## src/rtl/tug_field.sv

```systemverilog
// Tug-of-war playfield: one position register for the whole light row, round-win
// detection with a fixed hold on the winning light, per-player scores and game-over latch.
module tug_field #(
  parameter int N_LIGHTS    = 9,
  parameter int HOLD_CYCLES = 16,
  parameter int SCORE_W     = 3,
  parameter int WIN_SCORE   = 7
) (
  input  logic                clk,
  input  logic                reset,
  input  logic                left_press,
  input  logic                right_press,
  output logic [N_LIGHTS-1:0] lights,
  output logic                left_win,
  output logic                right_win,
  output logic [SCORE_W-1:0]  left_score,
  output logic [SCORE_W-1:0]  right_score,
  output logic                game_over
);

  localparam int PW   = (N_LIGHTS > 1) ? $clog2(N_LIGHTS) : 1;
  localparam int HC_W = (HOLD_CYCLES > 1) ? $clog2(HOLD_CYCLES) : 1;
  localparam logic [PW-1:0]      CENTRE   = PW'((N_LIGHTS - 1) / 2);
  localparam logic [PW-1:0]      EDGE_L   = PW'(N_LIGHTS - 1);
  localparam logic [HC_W-1:0]    HOLD_END = HC_W'(HOLD_CYCLES - 1);
  localparam logic [SCORE_W-1:0] WIN_VAL  = SCORE_W'(WIN_SCORE);

  typedef enum logic [1:0] {PLAY, HOLD, DONE} state_t;

  state_t             state, state_n;
  logic [PW-1:0]      pos, pos_n;
  logic [HC_W-1:0]    hold_cnt, hold_n;
  logic [SCORE_W-1:0] ls_n, rs_n;
  logic               lw_n, rw_n, go_n;
  logic               mv_l, mv_r;

  // Simultaneous presses cancel each other out.
  assign mv_l   = left_press & ~right_press;
  assign mv_r   = right_press & ~left_press;
  assign lights = N_LIGHTS'(1) << pos;

  always_ff @(posedge clk) begin
    if (reset) begin
      state       <= PLAY;
      pos         <= CENTRE;
      hold_cnt    <= '0;
      left_score  <= '0;
      right_score <= '0;
      left_win    <= 1'b0;
      right_win   <= 1'b0;
      game_over   <= 1'b0;
    end else begin
      state       <= state_n;
      pos         <= pos_n;
      hold_cnt    <= hold_n;
      left_score  <= ls_n;
      right_score <= rs_n;
      left_win    <= lw_n;
      right_win   <= rw_n;
      game_over   <= go_n;
    end
  end

  always_comb begin
    state_n = state;
    pos_n   = pos;
    hold_n  = hold_cnt;
    ls_n    = left_score;
    rs_n    = right_score;
    lw_n    = 1'b0;
    rw_n    = 1'b0;
    case (state)
      PLAY: begin
        if (mv_l) begin
          if (pos == EDGE_L) begin
            ls_n    = left_score + 1'b1;
            lw_n    = 1'b1;
            hold_n  = '0;
            state_n = (ls_n == WIN_VAL) ? DONE : HOLD;
          end else begin
            pos_n = pos + 1'b1;
          end
        end else if (mv_r) begin
          if (pos == '0) begin
            rs_n    = right_score + 1'b1;
            rw_n    = 1'b1;
            hold_n  = '0;
            state_n = (rs_n == WIN_VAL) ? DONE : HOLD;
          end else begin
            pos_n = pos - 1'b1;
          end
        end
      end
      HOLD: begin
        if (hold_cnt == HOLD_END) begin
          hold_n  = '0;
          pos_n   = CENTRE;
          state_n = PLAY;
        end else begin
          hold_n = hold_cnt + 1'b1;
        end
      end
      default: ;
    endcase
    go_n = (state_n == DONE);
  end

endmodule
```

## config.mk

```make
export PLATFORM = sky130hd
export DESIGN_NAME = tug_field
export DESIGN_NICKNAME = d
export VERILOG_FILES = /design/src/rtl/tug_field.sv
export SDC_FILE = /design/constraint.sdc
export NUM_CORES = 1
export LEC_CHECK = 0
export ABC_AREA = 1
export BUFFER_PORTS_ARGS = -buffer_cell sky130_fd_sc_hd__clkbuf_2
export CORE_MARGIN = 2
export CORE_UTILIZATION = 45
export CTS_BUF_LIST = sky130_fd_sc_hd__clkbuf_4
export CTS_CLUSTER_DIAMETER = 120
export DETAILED_ROUTE_END_ITERATION = 7
export HOLD_SLACK_MARGIN = 0.02
export PLACE_DENSITY_LB_ADDON = 0.08
export SLEW_MARGIN = 20
export SYNTH_ARGS = -nofsm -noshare
export SYNTH_HDL_FRONTEND = slang
export SYNTH_SLANG_ARGS = --single-unit
```

## constraint.sdc

```tcl
create_clock -name clk -period 4.1 [get_ports clk]
set_input_delay 0.41 -clock clk [delete_from_list [all_inputs] [get_ports clk]]
set_output_delay 0.41 -clock clk [all_outputs]
set_load 0.02 [all_outputs]
```

==> impl_metrics.py <==
metrics = {
    "timing": {
        "maxSlewHeadroom": 0.8088,
        "layout_min_cycle_time_ps": 1660,
        "maxSlewViolCount": 0,
        "worst_slew_pin_slew_ps": 286.8,
        "timing.fmax_mhz": 602.3,
        "finalHoldViolCount": 0,
        "finalSetupViolations": 0,
        "fin_setup_tns_ps": 0,
        "finClkSkew_ps": 0.3547,
        "rsz0062_at_grt": "false",
        "fin_crit_sh": 0.4050,
    },
    "pwr": {
        "p_per_area_nw_per_um2": 375.5,
        "vdd_ir_drop_max_mv": 0.2247,
        "p_leak_nw": 0.6913,
    },
    "placement": {
        "post-place-cells": 221,
        "io_buffers": 21,
        "gp_congestion": 0.8642,
        "hpwl_mm": 2.044,
    },
    "layout": {
        "post-route-util": 0.5466,
        "fillers": 251,
        "finalNetCount": 211,
        "instances_no_fill": 225,
        "drive_above_1_share": 0.2513,
        "areaGrowthSynthToFinish_pct": 13.73,
        "antennaDiodeCount": 0,
    },
    "clocking": {
        "cts_tree": "yes",
        "cts_root_buf": "clkbuf_4",
        "worstSkewPairLatency_ps": 300,
        "cts_hold_buf": 0,
        "cts_setup_buffers": 0,
        "htreeDepth": 1,
        "clkSlewWorstSetupHoldPaths_ps": 110,
        "cts.path.max_buffers": 2,
        "cts_resized": 0,
        "numCtsBuffers": 3,
        "clock_sinks": 19,
    },
    "floorplanning": {
        "die_x_um": 55.91,
        "row_count": 18,
        "die_h_um": 55.91,
        "pin_count": 22,
        "coreArea_sq_um": 2522,
        "start_util": 0.4807,
        "dieArea_sq_um": 3125,
    },
    "synth": {
        "syn_area_sq_um": 1212,
        "ys_warn_count": 0,
        "synth_area_leaders": "dfxtp_1 31%, nand2_1 12%, ha_1 10%",
        "syn_inst": 171,
        "synth_cell_types": 27,
        "syn_nets": 186,
        "yosysTopAreaCellShare": 0.3137,
        "ys_ff_latch": 19,
        "yosysTopAreaCell": "dfxtp_1",
        "syn_area_per_cell_sq_um": 7.090,
        "synth_sequential_area_ratio": 0.3137,
    },
    "global_routing": {
        "grt_usage": 0.1803,
        "grt-ovfl-total": 0,
        "antenna_found_initial": 0,
        "grt_pass1_wl_mm": 4.512,
        "grt_pass1_vias": 1048,
        "grt_start_max_net_pins": 12,
    },
    "worst_hold_path": {
        "min_path_type": "in -> reg",
        "hold_depth": 2,
        "min_to": "hold_cnt[2]",
        "min_from": "reset",
    },
    "setup_path": {
        "worstReg2RegEnd": "pos[2]",
        "critPathSlowestCell": "dfxtp_1",
        "start_kind": "flop",
        "cp_top_family": "flip-flops",
        "crit_buf_inv": 2,
        "crit_fanout": 6,
        "regToRegSetupSlack_ps": 2590,
        "crit_required_ps": 3690,
        "crit_type": "reg -> out",
        "rr_worst_depth": 5,
        "max_stage_delay_ps": 390,
        "crit_path_cell_trace": "inv_2 > nand2_4 > nor2_4 > clkbuf_2",
        "worstPathArrival_ps": 1250,
        "rr_startpoint": "pos[1]",
        "worstSetupEndpointType": "primary output",
    },
    "routing": {
        "viasPerCell": 4.956,
        "drtIter0Drc": 18,
        "postRouteAntennaNets": 0,
        "drc": 0,
        "avgRoutedWirePerCell_um": 11.48,
        "dr.pass1.iters": 4,
        "num_vias": 1115,
        "wl_mm": 2.584,
    },
    "outcome": {
        "outcome": "finished clean",
    },
    "flow_run": {
        "cap_violations": 0,
    },
}
[synth_stat cells]
master    number
nor4_1         1
nor2_1        18
o211ai_1       1
o21ai_2        1
nand3_1       11
o21ai_0        5
or2_0          1
fa_1           1
nand4_1        1
nor2_2         3
inv_1         21
clkbuf_1       1
o21ai_1        2
nand3_2        1
or2_1          1
ha_1          10
nand2_2        5
a21oi_1       13
xnor2_1        1
nand2_1       38
dfxtp_1       19
nor2_4         4
nand2_4        4
xor2_1         1
inv_2          5
nor3_1         1
or2_2          1
[registers in the layout, indices dropped and copies added, names as in the netlist]
register / count
right_score: 3
pos: 4
game_over: 1
hold_cnt: 4
left_score: 3
right_win: 1
state: 2
left_win: 1
[through the flow]
step | power, W | hold WS (ps) | worst slack [ps] | instance area (sq um)
after floorplan | 0.0003764 | 457.9 | 2454 | 1212
after global placement | 0.0004197 | 476.4 | 2269 | 1351
after detailed placement | 0.0004262 | 483.7 | 2170 | 1351
after CTS | 0.0005241 | 424.3 | 2420 | 1379
after global routing | 0.0005581 | 424.1 | 2340 | 1379
final | 0.0005177 | 450.3 | 2440 | 1379
[worst register-to-register path, delay by kind of cell (launching register included)]
family                   cells  cell delay [ps]
XOR/XNOR                     1              140
buffers and inverters        1              110
AND/OR/NAND/NOR              1               90
AO/OA/AOI/OAI                1              180
adder cells (fa/ha/maj)      1              420
flip-flops                   1              470
[layer usage]
metal / GRT usage / vias to the layer above / share of wire
li1: - / 585 / -
met5: 0 / - / 0
met2: 0.3061 / 26 / 0.47
met1: 0.2331 / 502 / 0.48
met4: 0.06122 / 0 / 0.0058
met3: 0.02791 / 2 / 0.043
[worst max path at each step]
stage                     slack [ps]  depth (start not counted)         from         to
after floorplan                 2450                         10  right_press     pos[3]
after global placement          2270                         12  right_press     pos[3]
after detailed placement        2170                         12  right_press     pos[3]
after CTS                       2420                          4       pos[0]  lights[8]
after global routing            2340                         11  right_press     pos[3]
final                           2440                          4       pos[1]  lights[8]
[report_power, final]
group	internal, W	switching, W
registers	0.000199	0.0000203
logic	0.0000698	0.000133
clock network	0.0000363	0.0000594
total	0.000305	0.000213
[area by class of cell]
type                    instances  area, sq um  area share
flip-flops and latches         19        380.4      0.2759
clock inverters                 1        5.005    0.003630
well taps                      30        37.54     0.02722
repair buffers                 21        105.1     0.07623
inverters                      26        97.59     0.07078
multi-input cells             125        730.7      0.5299
clock buffers                   3        22.52     0.01633
[placed cells by master, fill, tap and decap left out]
cell type,synthesis,routed
nor2_2,3,3
inv_2,5,5
dfxtp_1,19,19
clkinv_2,0,1
ha_1,10,10
a21oi_1,13,13
o21ai_2,1,1
nor3_1,1,1
nand2_4,4,4
o21ai_0,5,5
xnor2_1,1,1
nor2_4,4,4
nor2_1,18,18
inv_1,21,21
clkbuf_2,0,21
nand3_2,1,1
fa_1,1,1
nand2_2,5,5
nand3_1,11,11
o211ai_1,1,1
or2_0,1,1
or2_1,1,1
or2_2,1,1
xor2_1,1,1
nor4_1,1,1
nand2_1,38,38
o21ai_1,2,2
nand4_1,1,1
clkbuf_4,0,3
[kinds of logic after synthesis]
family | count (synthesis) | share of synthesized area
AO/OA/AOI/OAI | 22 | 0.09597
XOR/XNOR | 2 | 0.01445
adder cells (fa/ha/maj) | 11 | 0.1197
buffers and inverters | 27 | 0.08359
flip-flops | 19 | 0.3137
AND/OR/NAND/NOR | 90 | 0.3726
Power figures use the tool's default switching activity.
